===== config.mk =====
export PLATFORM = sky130hd
export DESIGN_NAME = acc_seq_ctrl
export DESIGN_NICKNAME = d
export VERILOG_FILES = /design/src/rtl/acc_seq_ctrl.sv
export SDC_FILE = /design/constraint.sdc
export NUM_CORES = 1
export LEC_CHECK = 0
export ABC_CLOCK_PERIOD_IN_PS = 3400
export CAP_MARGIN = 20
export CORE_ASPECT_RATIO = 0.8
export CORE_MARGIN = 2
export CORE_UTILIZATION = 45
export DETAILED_ROUTE_END_ITERATION = 10
export PLACE_DENSITY = 0.78
export SYNTH_ARGS = -nofsm -noshare
export SYNTH_HDL_FRONTEND = slang
export SYNTH_SLANG_ARGS = --single-unit

===== constraint.sdc =====
create_clock -name clk -period 3.4 [get_ports clk]
set_input_delay 0.68 -clock clk [delete_from_list [all_inputs] [get_ports clk]]
set_output_delay 0.68 -clock clk [all_outputs]
set_load 0.01 [all_outputs]

===== src/rtl/acc_seq_ctrl.sv =====
// acc_seq_ctrl: instruction sequencer for the 8-bit accumulator datapath.
// Fetches 16-bit instructions from a synchronous ROM, drives the external
// combinational ALU, and owns the accumulator, PC, flags and output register.
// Optional feature macro: ACC_SEQ_CTRL_DIVZ_TRAP_EN
//   defined   -> DIV by zero raises a sticky trap and halts
//   undefined -> DIV by zero saturates the accumulator and continues
module acc_seq_ctrl (
    input  logic        clk,
    input  logic        rst,
    input  logic        run,
    output logic [7:0]  rom_addr,
    input  logic [15:0] rom_data,
    output logic [7:0]  alu_a,
    output logic [7:0]  alu_b,
    output logic [3:0]  alu_ctrl,
    input  logic [7:0]  alu_result,
    input  logic        alu_ovr,
    input  logic        alu_zero,
    output logic [7:0]  acc,
    output logic        flag_z,
    output logic        flag_v,
    output logic [7:0]  out_data,
    output logic        out_valid,
    input  logic        out_ready,
    output logic        halted,
    output logic        trap
);

    typedef enum logic [2:0] {
        S_HALT,
        S_FETCH,
        S_DECODE,
        S_EXEC,
        S_OUTW
    } state_t;

    localparam logic [3:0] OP_AND  = 4'b0000;
    localparam logic [3:0] OP_OR   = 4'b0001;
    localparam logic [3:0] OP_ADD  = 4'b0010;
    localparam logic [3:0] OP_SUB  = 4'b0011;
    localparam logic [3:0] OP_MUL  = 4'b0100;
    localparam logic [3:0] OP_DIV  = 4'b0101;
    localparam logic [3:0] OP_JNZ  = 4'b0110;
    localparam logic [3:0] OP_SLT  = 4'b0111;
    localparam logic [3:0] OP_LDI  = 4'b1000;
    localparam logic [3:0] OP_JMP  = 4'b1001;
    localparam logic [3:0] OP_JZ   = 4'b1010;
    localparam logic [3:0] OP_NOR  = 4'b1100;
    localparam logic [3:0] OP_OUT  = 4'b1101;
    localparam logic [3:0] OP_HALT = 4'b1111;

    state_t      state;
    logic [7:0]  pc;
    logic [15:0] ir;
    logic [3:0]  op;
    logic [7:0]  imm;
    logic        unused_ir_bits;

    assign op             = ir[15:12];
    assign imm            = ir[7:0];
    assign unused_ir_bits = ^ir[11:8];

    assign rom_addr = pc;
    assign alu_a    = acc;
    assign alu_b    = imm;

    function automatic logic is_alu_op(input logic [3:0] code);
        return (code == OP_AND) || (code == OP_OR)  || (code == OP_ADD) ||
               (code == OP_SUB) || (code == OP_MUL) || (code == OP_DIV) ||
               (code == OP_SLT) || (code == OP_NOR);
    endfunction

`ifdef ACC_SEQ_CTRL_DIVZ_TRAP_EN
    logic trap_q;
    assign trap = trap_q;
`else
    assign trap = 1'b0;
`endif

    // Sequencer FSM: owns all architectural state and registered outputs.
    // alu_ctrl is registered from rom_data in DECODE so it is valid for the
    // whole EXEC cycle and zero elsewhere.
    always_ff @(posedge clk) begin
        if (rst) begin
            state     <= S_HALT;
            pc        <= '0;
            ir        <= '0;
            acc       <= '0;
            flag_z    <= 1'b0;
            flag_v    <= 1'b0;
            out_data  <= '0;
            out_valid <= 1'b0;
            alu_ctrl  <= '0;
            halted    <= 1'b1;
`ifdef ACC_SEQ_CTRL_DIVZ_TRAP_EN
            trap_q    <= 1'b0;
`endif
        end else begin
            case (state)
                S_HALT: begin
`ifdef ACC_SEQ_CTRL_DIVZ_TRAP_EN
                    if (run && !trap_q) begin
`else
                    if (run) begin
`endif
                        state  <= S_FETCH;
                        halted <= 1'b0;
                    end
                end

                S_FETCH: begin
                    state <= S_DECODE;
                end

                S_DECODE: begin
                    ir       <= rom_data;
                    alu_ctrl <= is_alu_op(rom_data[15:12]) ? rom_data[15:12] : 4'b0000;
                    state    <= S_EXEC;
                end

                S_EXEC: begin
                    alu_ctrl <= '0;
                    state    <= S_FETCH;
                    pc       <= pc + 8'd1;
                    if (is_alu_op(op)) begin
                        if ((op == OP_DIV) && (imm == 8'h00)) begin
`ifdef ACC_SEQ_CTRL_DIVZ_TRAP_EN
                            trap_q <= 1'b1;
                            state  <= S_HALT;
                            halted <= 1'b1;
`else
                            acc    <= 8'hFF;
                            flag_v <= 1'b1;
                            flag_z <= 1'b0;
`endif
                        end else begin
                            acc    <= alu_result;
                            flag_z <= alu_zero;
                            flag_v <= alu_ovr;
                        end
                    end else begin
                        case (op)
                            OP_LDI: acc <= imm;
                            OP_JMP: pc  <= imm;
                            OP_JZ:  if (flag_z)  pc <= imm;
                            OP_JNZ: if (!flag_z) pc <= imm;
                            OP_OUT: begin
                                out_data  <= acc;
                                out_valid <= 1'b1;
                                state     <= S_OUTW;
                            end
                            OP_HALT: begin
                                state  <= S_HALT;
                                halted <= 1'b1;
                            end
                            default: ;
                        endcase
                    end
                end

                S_OUTW: begin
                    if (out_valid && out_ready) begin
                        out_valid <= 1'b0;
                        state     <= S_FETCH;
                    end
                end

                default: begin
                    state  <= S_HALT;
                    halted <= 1'b1;
                end
            endcase
        end
    end

endmodule


Word-level counts from Yosys, hierarchy flattened

Index checks and enable logic that the tools add are counted.

Logic and storage cells: 96
Flip-flop bits (word level): 51
Input bits: 30

Reductions and logical operators: 30
Mux-type cells: 24
Equality and inequality tests: 29
Bitwise gates (word level): 2
$add $sub $neg: 1

Operator list:

| operator              | number |
|---|---|
| $mux W8               | 6 |
| $eq A4 B3 Y1 const B  | 7 |
| $eq A4 B4 Y1 const B  | 7 |
| $pmux W8 S3           | 1 |
| $eq A4 B2 Y1 const B  | 4 |
| $pmux W3 S5           | 1 |
| $logic_or A1 B1 Y1    | 14 |
| $mux W3               | 3 |
| $add A8 B1 Y8 const B | 1 |
| $eq A4 B1 Y1 const B  | 2 |
| $logic_not A4 Y1      | 2 |
| $logic_not A8 Y1      | 1 |
| $mux W1               | 8 |
| $pmux W4 S2           | 1 |
| $reduce_and A4 Y1     | 2 |
| $eq A3 B2 Y1 const B  | 2 |
| $ne A2 B2 Y1 const B  | 3 |
| $pmux W3 S2           | 1 |
| $reduce_and A2 Y1     | 3 |
| $reduce_bool A2 Y1    | 3 |
| $mux W4               | 1 |
| $ne A2 B1 Y1 const B  | 2 |
| $eq A3 B1 Y1 const B  | 1 |
| $eq A3 B3 Y1 const B  | 1 |
| 7 further kinds       | 9 |

Longest topological paths before layout

Word-level depth: 10
Gate-level depth with buffers: 7
Depth with buffers taken out: 6

Worst setup path before layout

OpenSTA, ideal clock, no wires.

Path kind: reg-to-reg
From: reg pc[0] (netlist: rom_addr[0])
To: reg pc[7] (netlist: rom_addr[7])
Library setup time: 0.062 ns
Arrival time: 1.407 ns
Path buffers: 0
Setup slack: 1.932 ns
Cell stages (with the launch flop): 6
Period minus slack after synthesis: 1.468 ns
Cells stage by stage: dfxtp_1 and3_1 and3_1 nand3_1 or4_1 nand3_1

Longest elaborated chain between the ends: 4
Elaborated cells on any way between the ends: 5
Classes of those cells: 1 x add/sub; 4 x mux

Ends and longest elaborated chain:

| element                           | line     | RTL |
|---|---|---|
| start: declaration                | 53       | `logic [7:0] pc;` |
| start signal: assignment          | 124      | `pc <= pc + 8'd1;` |
| start signal: assignment          | 144      | `OP_JMP: pc <= imm;` |
| start signal: assignment          | 145      | `OP_JZ: if (flag_z) pc <= imm;` |
| $add A8 B1 Y8 (*)                 | 124      |  |
| $mux W8, on equally long branches | 146, 145 |  |
| $pmux W8 S3                       | 142      | `case (op)` |
| $mux W8 (*)                       | 125      | `if (is_alu_op(op)) begin` |

Every way passes the cells marked *; elsewhere a longest branch is shown, timed or not.
A chain may end at the register's enable or synchronous reset.

Worst setup path after layout

From: reg ir[14]
To: reg acc[4]

Longest elaborated chain between the ends: 10
Elaborated cells on any way between the ends: 21
Classes of those cells: 8 x eq/ne; 2 x mux; 11 x reduce/logical

Ends and longest elaborated chain:

| element                                          | line | RTL |
|---|---|---|
| start: declaration                               | 54   | `logic [15:0] ir;` |
| start signal: assignment                         | 116  | `ir <= rom_data;` |
| $eq A4 B1 Y1 or $logic_not A4 Y1 (tied branches) | 68   | `return (code == OP_AND) \|\| (code == OP_OR) \|\| (code == OP_ADD) \|\|` |
| $logic_or A1 B1 Y1 (3 in a row)                  | 68   |  |
| $logic_or A1 B1 Y1 (3 in a row)                  | 69   | `(code == OP_SUB) \|\| (code == OP_MUL) \|\| (code == OP_DIV) \|\|` |
| $logic_or A1 B1 Y1                               | 70   | `(code == OP_SLT) \|\| (code == OP_NOR);` |
| $reduce_bool A2 Y1 (no source line)              | --   |  |
| $reduce_and A2 Y1 (no source line)               | --   |  |
| end signal: assignment                           | 137  | `acc <= alu_result;` |
| end signal: assignment                           | 143  | `OP_LDI: acc <= imm;` |
| end: declaration                                 | 19   | `output logic [7:0] acc,` |

Parallel ways exist; a longest one is shown, timed or not.

==> results by group <==
Synthesis
  • Avg Cell Area, Syn: 7.87 µm²
  • Synth area leader: dfxtp_1
  • EDFF count, synth: 0
  • Syn nets: 322
  • Async SR Flop Fraction: 0
  • Library cells used by synthesis: 46
  • Sequential area share after synthesis: 0.411
  • Ys flop type: dfxtp_1
  • Cell area after synthesis: 0.00229 mm²
  • Post-synth top area share: 0.411
  • Yosys reg bits: 47
  • Yosys warns: 0
  • Area contributors post-synth: dfxtp_1 (41%), nand2_1 (8.7%), a21oi_1 (6.1%)
  • Post-synthesis cell count: 291

Layout
  • Nets: 370
  • Share of post-route cells with drive strength above 1: 0.0413
  • Most common cell after layout, fill and taps aside: clkdlybuf4s50_1
  • Number of fill cells: 474
  • Commonest cells after routing, fill and taps aside: clkdlybuf4s50_1 (73), nand2_1 (53), dfxtp_1 (47)
  • Area delta synth->final: 30.4%
  • FF+latch area: approximately 940 µm²
  • Multi-input combinational cell area: about 0.0011 mm²
  • Diode count: 0

Power and ir drop
  • Worst vdd ir: 0.244 mV
  • Leak pwr: 1.05 nW
  • Pwr Density: 401 mW/mm²
  • Tot Pwr: around 1.2 mW

STA
  • Relative slew slack: 0.349
  • Period utilisation layout: 0.669
  • Fin worst setup slack: 1130 ps
  • Post-layout min period: 2270 ps
  • Clock Skew: 4.70 ps
  • Final slew viol count: 0
  • Final Hold Vio Count: 0
  • Max Freq: around 440 MHz
  • Setup Viol. Count Final: 0
  • Slew @ Worst Pin: 950 ps
  • RSZ-0062 raised after global routing: no
  • Setup_tns: 0 ps

Worst setup path
  • Crit path DAT: 2440 ps
  • Endpoint class of the critical path: flop
  • CP required: 3570 ps
  • WS Path Type: flop to flop
  • CP Launch Type: flop
  • CP max FO: 12

CTS
  • Root Driver: clkbuf_8
  • Clk Latency, worst-skew pair: 300 ps
  • Cts hold-fix bufs: 0
  • Sink Count: 47
  • Clk buf depth: 2
  • Setup Buffers After CTS: 0
  • Reg clk slew, reported paths: 80 ps
  • Post-CTS resize count: 0
  • Htree depth: 2
  • CTS Buf Count: 5
  • CTS tree: yes

Global route
  • GRT overflow: 0
  • Vias in the first global route: 1825
  • Initial antenna violation count: 0
  • GRT Overall Usage: 0.196
  • Largest net degree at the start of global routing: 41
  • First-pass GRT wire length: approximately 8900 µm

Floorplan
  • Num rows: 23
  • Full die area: 0.00568 mm²
  • Core area: 0.00495 mm²
  • Die Wd: 83.8 µm
  • I/O pin count: 79
  • Die height: 67.8 µm
  • Initial Util: 0.463

Placement
  • PortBufs: 73
  • Pre-CTS setup slack: between 1000 and 1500 ps
  • Final GP Congestion: 0.858
  • HPWL after DPL: 4130 µm

Routing
  • DRT iter0 DRCs: 118
  • Vias per cell: about 5.5
  • DRT Wirelength: 5900 µm
  • Drt first pass iters: 4
  • DRC: 0
  • Final antenna-violating net count: 0
  • Routed len/inst: 14.7 µm
  • Vias: 2224

Job
  • Number of max-cap violations: 0

Hold path
  • Hold crit path type: flop to flop

Run status
  • Status: finished, final reports clean
-- metrics by stage --
| step | util | cells | cell area (µm²) | hold WS, ps |
|---|---|---|---|---|
| floorplan | - | 291 | 2290 | 469 |
| global placement | 0.586 | 394 | 2900 | 440 |
| detailed placement | 0.586 | 394 | 2900 | 444 |
| CTS | 0.603 | 401 | 2990 | 456 |
| global route | 0.603 | 401 | 2990 | 484 |
| finish | 0.603 | 401 | 2990 | 456 |
-- logic make-up (layout without fill, tap and decap cells) --
| family | after synthesis | count (layout) | share of synthesized area |
|---|---|---|---|
| compound gates | 58 | 58 | 0.166 |
| other cells | 1 | 1 | 0.00164 |
| simple gates | 134 | 134 | 0.285 |
| flops | 47 | 47 | 0.411 |
| fa+ha+maj | 1 | 1 | 0.00546 |
| xor+xnor | 1 | 1 | 0.00383 |
| buf+inv | 45 | 93 | 0.110 |
| mux | 4 | 4 | 0.0175 |
-- power breakdown --
part | internal (mW) | switching [mW] | total [mW]
sequential | 0.581 | 0.0412 | 0.622
clock | 0.160 | 0.177 | 0.337
combinational | 0.113 | 0.125 | 0.238
total | 0.854 | 0.343 | 1.20
-- per-layer routing --
| layer | global-route usage | vias to the layer above | routed length (µm) |
|---|---|---|---|
| li1 | - | 1095 | - |
| met1 | 0.264 | 1053 | 2760 |
| met2 | 0.315 | 71 | 2710 |
| met3 | 0.0513 | 5 | 386 |
| met4 | 0.0504 | 0 | 42 |
| met5 | 0 | - | 0 |
-- cell type report --
cell class / count / area share
clock buffer: 6 / 0.0276
clock inverter: 1 / 0.00168
inverter: 12 / 0.0151
multi-input combinational: 199 / 0.367
sequential: 47 / 0.315
tap: 62 / 0.0260
timing repair buffer: 74 / 0.247
-- critical path, stage by stage, from the launching register on --
cell and delay (ps):
dfxtp_1 410, nor2b_2 220, mux2i_1 810, nand2_1 420
nor2_1 180, o32ai_1 110
-- final timing paths --
path,to,start,cells past startpoint,slack (ps)
max,acc[4],ir[14],5,1130
min,out_data[2],out_data[2],2,460
max reg2reg,acc[4],ir[14],5,1130
min reg2reg,out_data[2],out_data[2],2,460
-- flip-flops by register name, indices dropped and copies added (netlist names) --
signal and cells:
ir 12, state 3, flag_z 1, halted 1, flag_v 1, out_valid 1
rom_addr 8, alu_ctrl 4, out_data 8, acc 8
-- synth_stat cells (all sizes together), types with 5 or more instances --
cell type	number
buf	26
nand2	53
nor3	5
inv	11
nand4	6
clkbuf	7
nor2	28
a21oi	29
nand3	17
and3	5
o32ai	8
dfxtp	47
No activity file was read; power rests on OpenSTA's default activity.
